### config.mk
export PLATFORM = sky130hd
export DESIGN_NAME = seg_scan_display
export DESIGN_NICKNAME = d
export VERILOG_FILES = /design/src/rtl/seg_scan_display_pkg.sv /design/src/rtl/seg_scan_display_bcd_to_7seg.sv /design/src/rtl/seg_scan_display.sv
export SDC_FILE = /design/constraint.sdc
export NUM_CORES = 1
export LEC_CHECK = 0
export ABC_AREA = 0
export CAP_MARGIN = 10
export CORE_UTILIZATION = 51
export CTS_BUF_LIST = sky130_fd_sc_hd__clkbuf_8
export DETAILED_ROUTE_END_ITERATION = 6
export HOLD_SLACK_MARGIN = 0.12
export PLACE_DENSITY = 0.78
export SYNTH_ARGS = -nofsm -noshare
export SYNTH_HDL_FRONTEND = slang
export SYNTH_SLANG_ARGS = --single-unit
export TNS_END_PERCENT = 100
### constraint.sdc
create_clock -name clk -period 2.05 [get_ports clk]
set_input_delay 0.205 -clock clk [delete_from_list [all_inputs] [get_ports clk]]
set_output_delay 0.205 -clock clk [all_outputs]
set_load 0.01 [all_outputs]
### src/rtl/seg_scan_display_pkg.sv
// rtl/seg_scan_display_pkg.sv - segment pattern constants for the multiplexed display
package seg_scan_display_pkg;

    // Active-low {g,f,e,d,c,b,a} patterns
    localparam logic [6:0] SEG_0     = 7'h40;
    localparam logic [6:0] SEG_1     = 7'h79;
    localparam logic [6:0] SEG_2     = 7'h24;
    localparam logic [6:0] SEG_3     = 7'h30;
    localparam logic [6:0] SEG_4     = 7'h19;
    localparam logic [6:0] SEG_5     = 7'h12;
    localparam logic [6:0] SEG_6     = 7'h02;
    localparam logic [6:0] SEG_7     = 7'h78;
    localparam logic [6:0] SEG_8     = 7'h00;
    localparam logic [6:0] SEG_9     = 7'h10;
    localparam logic [6:0] SEG_DASH  = 7'h3F;
    localparam logic [6:0] SEG_BLANK = 7'h7F;

    // All digit enables released (active-low)
    localparam logic [3:0] AN_OFF    = 4'hF;

endpackage

### src/rtl/seg_scan_display_bcd_to_7seg.sv
// rtl/seg_scan_display_bcd_to_7seg.sv - 7-bit value to active-low segment pattern
module bcd_to_7seg
    import seg_scan_display_pkg::*;
(
    input  logic [6:0] i_val,
    output logic [6:0] o_seg
);

    // Anything outside 0..9, including nonzero upper bits, shows a dash
    always_comb begin
        o_seg = SEG_DASH;
        case (i_val)
            7'd0:    o_seg = SEG_0;
            7'd1:    o_seg = SEG_1;
            7'd2:    o_seg = SEG_2;
            7'd3:    o_seg = SEG_3;
            7'd4:    o_seg = SEG_4;
            7'd5:    o_seg = SEG_5;
            7'd6:    o_seg = SEG_6;
            7'd7:    o_seg = SEG_7;
            7'd8:    o_seg = SEG_8;
            7'd9:    o_seg = SEG_9;
            default: o_seg = SEG_DASH;
        endcase
    end

endmodule

### src/rtl/seg_scan_display.sv
// rtl/seg_scan_display.sv - MM:SS 4-digit multiplexed 7-segment scanner with frame snapshot
module seg_scan_display
    import seg_scan_display_pkg::*;
#(
    parameter int SCAN_DIV     = 50000,
    parameter int BLINK_FRAMES = 125,
    parameter int LZ_BLANK     = 1
) (
    input  logic       clk,
    input  logic       rst,
    input  logic [6:0] one_second,
    input  logic [6:0] ten_second,
    input  logic [6:0] one_minute,
    input  logic [6:0] ten_minute,
    input  logic       stop,
    output logic [6:0] seg,
    output logic       dp,
    output logic [3:0] an
);

    localparam int PW = (SCAN_DIV > 1) ? $clog2(SCAN_DIV) : 1;
    localparam int BW = (BLINK_FRAMES > 1) ? $clog2(BLINK_FRAMES) : 1;

    logic [PW-1:0] r_presc;
    logic [1:0]    r_idx;
    logic [BW-1:0] r_blink_cnt;
    logic          r_blink_phase;
    logic [6:0]    r_sh_s, r_sh_ts, r_sh_m, r_sh_tm;
    logic          r_sh_stop;

    logic          w_tick;
    logic          w_frame;
    logic [6:0]    w_digit;
    logic [6:0]    w_pat;
    logic [6:0]    w_seg_nxt;
    logic [3:0]    w_an_nxt;
    logic          w_dp_nxt;

    assign w_tick  = (r_presc == PW'(SCAN_DIV - 1));
    // The slot-3 tick closes a frame: the last digit still shows old shadows
    assign w_frame = w_tick && (r_idx == 2'd3);

    // Refresh prescaler, one tick per digit slot
    always_ff @(posedge clk or negedge rst) begin
        if (!rst)        r_presc <= '0;
        else if (w_tick) r_presc <= '0;
        else             r_presc <= r_presc + 1'b1;
    end

    // Digit index walks 0..3 on each tick
    always_ff @(posedge clk or negedge rst) begin
        if (!rst)        r_idx <= 2'd0;
        else if (w_tick) r_idx <= r_idx + 2'd1;
    end

    // Shadow registers reload only at frame boundaries so a frame never tears
    always_ff @(posedge clk or negedge rst) begin
        if (!rst) begin
            r_sh_s    <= '0;
            r_sh_ts   <= '0;
            r_sh_m    <= '0;
            r_sh_tm   <= '0;
            r_sh_stop <= 1'b0;
        end else if (w_frame) begin
            r_sh_s    <= one_second;
            r_sh_ts   <= ten_second;
            r_sh_m    <= one_minute;
            r_sh_tm   <= ten_minute;
            r_sh_stop <= stop;
        end
    end

    // Frame counter drives the blink phase for colon and adjust blinking
    always_ff @(posedge clk or negedge rst) begin
        if (!rst) begin
            r_blink_cnt   <= '0;
            r_blink_phase <= 1'b0;
        end else if (w_frame) begin
            if (r_blink_cnt == BW'(BLINK_FRAMES - 1)) begin
                r_blink_cnt   <= '0;
                r_blink_phase <= ~r_blink_phase;
            end else begin
                r_blink_cnt   <= r_blink_cnt + 1'b1;
            end
        end
    end

    // Select the shadow digit for the slot being presented
    always_comb begin
        w_digit = r_sh_s;
        case (r_idx)
            2'd0: w_digit = r_sh_s;
            2'd1: w_digit = r_sh_ts;
            2'd2: w_digit = r_sh_m;
            2'd3: w_digit = r_sh_tm;
            default: w_digit = r_sh_s;
        endcase
    end

    bcd_to_7seg u_dec (
        .i_val (w_digit),
        .o_seg (w_pat)
    );

    // Next pin values: decoded digit with adjust-blink and leading-zero blanking
    always_comb begin
        w_seg_nxt = w_pat;
        w_an_nxt  = ~(4'b0001 << r_idx);
        w_dp_nxt  = 1'b1;
        if ((r_idx == 2'd0 || r_idx == 2'd1) && r_sh_stop && !r_blink_phase)
            w_seg_nxt = SEG_BLANK;
        if ((r_idx == 2'd3) && (LZ_BLANK != 0) && (r_sh_tm == 7'd0))
            w_seg_nxt = SEG_BLANK;
        if ((r_idx == 2'd2) && r_blink_phase)
            w_dp_nxt  = 1'b0;
    end

    // Pins update on each tick; dark from reset until the first tick
    always_ff @(posedge clk or negedge rst) begin
        if (!rst) begin
            seg <= SEG_BLANK;
            dp  <= 1'b1;
            an  <= AN_OFF;
        end else if (w_tick) begin
            seg <= w_seg_nxt;
            dp  <= w_dp_nxt;
            an  <= w_an_nxt;
        end
    end

endmodule

* Yosys cells after proc, flatten, opt, wreduce, memory -nomap -nowiden
Memory sizes are Yosys's and may differ from the RTL's.
Cells that the tools add are included.
** Storage, ports and cells
- ROM bits :: 112
- Flip-flop bits (word level) :: 67
- Bits in writable memories :: 0
- Output and inout port bits :: 12
- Memories :: 1
- Input bits :: 31
- Latch bits :: 0
** Memory list
- (name not given) :: words 16, width 7, read ports 1, clocked after Yosys merged registers in 0, write ports 0, RTL line seg_scan_display_bcd_to_7seg.sv:12 : case (i_val)
** Cells by class
- Shifts and indexed selects :: 1
- Multiply operators :: 0
- Div/mod/pow operators :: 0
- Magnitude comparators :: 0
- Mux-type cells :: 7
- Equal/unequal tests :: 5
- Add/subtract/negate cells :: 3
- Bitwise gates (word level) :: 2
- Reduce and logical (&&, ||, !) cells :: 11
** Operators with widths (count)
- two-way mux 7 bit :: 4
- one-hot mux 7 bit (4 select lines) :: 1
- adder 16 x 1 -> 16 bit (second input constant) :: 1
- equality test 16 bit (second input constant) :: 1
- two-way mux 16 bit :: 1
- adder 7 x 1 -> 7 bit (second input constant) :: 1
- equality test 7 bit (second input constant) :: 1
- zero test 7 bit :: 1
- logical AND 1 bit :: 5
- equality test 2 bit (second input constant) :: 2
- NOT 4 bit :: 1
- << shifter 1 x 2 -> 4 bit (first input constant) :: 1
- zero test 3 bit :: 1
- adder 2 x 1 -> 2 bit (second input constant) :: 1
- equality test 2 x 1 -> 1 bit (second input constant) :: 1
- zero test 2 bit :: 1
- AND reduction 2 bit :: 1
- zero test 1 bit :: 1
- logical OR 1 bit :: 1
- two-way mux 1 bit :: 1
- NOT 1 bit :: 1

* Depth between registers and ports, before layout
- Depth in word-level cells :: 6
- Gate-level depth with buffers :: 9
- Depth with buffers taken out :: 8

* Modules after synthesis
A second synthesis with hierarchy kept.
** Unflattened totals
- Cell total of the unflattened synthesis :: 285
- Area, all modules :: 3313.2 um^2
** Modules (own cells, without submodules)
- seg_scan_display :: area an instance 3109.2 um^2, cells each 258, instances 1
- bcd_to_7seg :: area an instance 203.9 um^2, cells each 27, instances 1

* Worst setup path after synthesis
Ideal clock, no wire load.
- Path type :: register to register
- Start :: reg r_idx[0]
- End :: reg seg[3]
- Cell stages (with the launch flop) :: 9
- Required time :: 1973 ps
- Library setup time :: 77 ps
- Slack :: 128 ps
- Data arrival time :: 1845 ps
- Cells stage by stage :: dfrtp_1 -> inv_1 -> ha_1 -> buf_2 -> mux2i_1 -> inv_1 -> ha_1 -> nand2b_1 -> a31oi_1
** On the way
- Cells in the longest elaborated chain, start to end :: 6
- Elaborated cells on any way between the ends :: 14
- Classes of those cells :: eq/ne (3); mux (4); reduce/logical (6); memory (1)
** Ends and longest elaborated chain
- start: declaration :: RTL line seg_scan_display.sv:25 : logic [1:0] r_idx;
- start signal: assignment :: RTL line seg_scan_display.sv:53 : else if (w_tick) r_idx <= r_idx + 2'd1;
- equality test 2 bit, or another cell as far along :: RTL line seg_scan_display.sv:91, seg_scan_display.sv:112
- one-hot mux 7 bit (4 select lines) or logical OR 1 bit (tied branches) :: RTL line seg_scan_display.sv:91, seg_scan_display.sv:110
- memory (16 x 7 bit), or another cell as far along
- two-way mux 7 bit or logical AND 1 bit (tied branches) :: RTL line seg_scan_display_bcd_to_7seg.sv:12, seg_scan_display.sv:110
- two-way mux 7 bit :: RTL line seg_scan_display.sv:110 : if ((r_idx == 2'd0 || r_idx == 2'd1) && r_sh_stop && !r_blink_phase)
- two-way mux 7 bit (*) :: RTL line seg_scan_display.sv:112 : if ((r_idx == 2'd3) && (LZ_BLANK != 0) && (r_sh_tm == 7'd0))
- end signal: assignment :: RTL line seg_scan_display.sv:125 : seg <= w_seg_nxt;
- end: declaration :: RTL line seg_scan_display.sv:16 : output logic [6:0] seg,
Mark *: on every way between the ends. The rest lies on a longest branch, timed or not.
A chain may end at the register's enable or synchronous reset.

* Final worst setup path
- Start :: reg r_idx[1]
- End :: reg seg[3]
Same word-level chain as after synthesis.

==> results.toml <==
[global_route]
grt_use_total_pct = 22.4
antenna_found_initial = 0
grt_max_degree = 68
grt_pass1_wl_um = 10800
first_global_vias = 2402
grt-ovfl-total = 0

[sta]
fin_ws_ns = -0.0431
rsz0062_at_grt = "yes"
slew_viol_final = 0
fin_crit_ns = 2.09
final-hold-violation-count = 0
fin_skew_ns = 0.0102
fmax_mhz = 478
fin_crit_sh_pct = 102
worstMarginPinSlew_ns = 0.475
timing.setup.tns_ns = -0.139
relSlewSlack_pct = 68.1
setup_viol = 5
whs_ns = 0.382

[logic_synthesis]
syn_nets = 366
seq_area_frac_synth_pct = 54.0
ys_ff_latch = 67
synth_cells = 325
synth_cell_types = 42
synthFlopType = "dfrtp_1"
synth_area_sq_mm = 0.00313
synth-edff-count = 0
avgSynthCellArea_sq_um = 9.63
async_reset_ff_share_pct = 100
ys_warn_count = 0

[critical_path]
endpoint_kind = "flop"
timing.rr.end = "seg[3]"
crit_chain = "inv_2 > ha_4 > buf_6 > a222oi_1 > mux2i_1 > inv_1 > ha_4 > nand2b_1 > a31oi_1"
max_stage_delay_ns = 0.42
cp.required_ns = 2.32
reg2reg_from = "r_idx[1]"
cp_common_cell = "ha_4"
start_kind = "flop"
startpoint = "r_idx[1]"
cp_max_fo = 4
ff2ff_setup_slack_ns = -0.04
arrival_ns = 2.36
r2r_cells = 9
slowest_stage = "dfrtp_1"
path_class = "flop to flop"
setup.worst_path.end = "seg[3]"

[placement]
port_buffers = 42
routabilityCongestion = 0.825
post-place-ws_ns = -0.0483
hpwl_um = 4460

[clocking]
clock_sinks = 67
clk_latency_ns = 0.34
cts_tree = "done"
cts_made_buffers = 9
htree_levels = 3
clk_path_buf_depth = 2
cts_root_buffer = "clkbuf_8"
clk_pin_slew_ns = 0.08

[power]
p_leak_nw = 1.80
clockPowerShare_pct = 46.0
switchingPower_w = 0.000551
pwr-share-seq_pct = 50.7
intPower_w = 0.00206
ir_worst_vdd_v = 0.000394
combPwrFrac_pct = 3.3
sw_frac_of_total_pct = 21.1
power_density_mw_per_mm2 = 635

[drt]
drt-vias-per-instance = 5.31
drc = 0
routed_wl_um = 6780
drt_first_iter_violations = 109
ant_nets = 0
wl_per_cell_um = 14.5
dr.pass1.iters = 4
vias = 2485

[die]
fp.dieW_um = 80.3
die-area_sq_mm = 0.00646
die_y_um = 80.3
rows = 28
core_area_sq_mm = 0.00592
io_pins = 43
start_util_pct = 52.9

[finish]
antenna_cells = 0
n_fill_cell = 444
post-route-util_pct = 69.4
area_growth_pct = 31.2
nNetsFinal = 429
drive_gt1_share_pct = 19.8

[outcome]
violations = "negative setup slack"
outcome = "complete, but fails checks"

[worst_hold_path]
worstHoldPathType = "primary input to flop"

[job]
maxCapViolations = 0
==> layer usage <==
layer	global-route usage, %	wire [um]
met5	0	0
met4	12.0	149
met3	5.80	374
met2	35.0	3230
met1	28.4	3030
==> sequential cells by signal, summed over array words and instances, names as in the netlist, 2 cells and up <==
| signal | count |
|---|---|
| r_blink_cnt | 7 |
| an | 4 |
| r_sh_ts | 7 |
| r_sh_m | 7 |
| r_presc | 16 |
| r_sh_tm | 7 |
| seg | 7 |
| r_idx | 2 |
| r_sh_s | 7 |
==> cells in the mapped netlist (2+ instances only) <==
master	instances	area, sq um
a21oi_1	4	20.0
a222oi_1	4	40.0
a31oi_1	6	37.5
and2_1	2	12.5
and3_1	5	31.3
and4_1	2	17.5
buf_2	7	35.0
buf_6	2	22.5
clkbuf_1	3	11.3
dfrtp_1	55	1380
dfstp_2	12	315
ha_1	10	125
inv_1	16	60.1
mux2i_1	7	70.1
nand2_1	90	338
nand3_1	11	55.1
nand4_1	2	12.5
nor2_1	27	101
nor2b_1	3	18.8
nor3_1	2	10.0
nor4b_1	2	17.5
o21ai_0	9	45.0
o21ai_1	7	35.0
o31ai_1	4	30.0
or3_1	2	12.5
xnor2_1	6	52.6
xor2_1	10	87.6
==> cells in the final DEF (no fill, tap or decap), drive strengths merged, types with 2 or more instances in the layout <==
cell type and count:
clkdlybuf4s50 41, nor4b 2, clkbuf 9, and3 5, inv 17, nor2b 3
and4 2, dfstp 12, buf 22, ha 10, and2 2, a21oi 5
a31oi 6, or3 2, o21ai 16, nand3 11, dfrtp 55, nand2 91
mux2i 8, bufinv 2, o31ai 4, a222oi 4, nand4 2, xnor2 6
xor2 10, nor2 27, clkinv 3, nor3 2
==> cell type report <==
| cell class | instances | area (sq um) | share of cell area, % |
|---|---|---|---|
| Tap cell | 75 | 93.8 | 2.28 |
| Inverter | 16 | 62.6 | 1.52 |
| Clock inverter | 7 | 93.8 | 2.28 |
| Multi-Input combinational cell | 230 | 1430 | 34.7 |
| Timing Repair Buffer | 64 | 616 | 15.0 |
| Sequential cell | 67 | 1690 | 41.2 |
| Clock buffer | 9 | 124 | 3.02 |
==> cells by family after synthesis <==
family	after synthesis	synth area share, %
XOR/XNOR	16	4.48
multiplexers	8	2.68
flip-flops	67	54.0
adder cells (fa/ha/maj)	10	4.00
AO/OA/AOI/OAI	42	8.95
buffers and inverters	28	4.12
AND/OR/NAND/NOR	154	21.7
==> worst max-delay path: cells and delay by family (launching register included) <==
kind	cells	cell delay, ns
AO/OA/AOI/OAI	2	0.52
adder cells (fa/ha/maj)	2	0.39
buffers and inverters	3	0.36
flip-flops	1	0.42
multiplexers	1	0.18
AND/OR/NAND/NOR	1	0.13
==> power by group through the flow <==
stage            logic (W)  registers (W)  clock network, W
3_3_place_gp     0.0000862        0.00135                 0
6_report         0.0000873        0.00132           0.00120
5_1_grt          0.0000961        0.00132           0.00127
4_1_cts          0.0000893        0.00132           0.00122
3_5_place_dp     0.0000876        0.00135                 0
2_1_floorplan  0.000000628        0.00135                 0
==> worst min-delay path by stage <==
stage	startpoint	endpoint	cells after the start
after floorplan	rst	r_blink_cnt[0]	0
after global placement	rst	r_presc[5]	2
after detailed placement	rst	r_presc[6]	2
after CTS	ten_minute[4]	r_sh_tm[4]	3
after global routing	ten_minute[1]	r_sh_tm[1]	3
final	ten_minute[6]	r_sh_tm[6]	3
==> through the flow <==
step | std cells | instance area [sq um] | total power (W)
finish | 468 | 4110 | 0.00261
global route | 468 | 4110 | 0.00269
CTS | 465 | 3960 | 0.00263
detailed placement | 446 | 3720 | 0.00143
global placement | 446 | 3720 | 0.00143
floorplan | 325 | 3130 | 0.00135
==> what timing repair did <==
item | CTS | global route
hold buffers | 1 | 0
setup endpoints to repair | 5 | 42
buffers inserted | 2 | 3
resized for setup | 2 | 30
pin swaps | 1 | 9
endpoints found under the hold margin | 55 | 0
No activity file was read; power rests on OpenSTA's default activity.
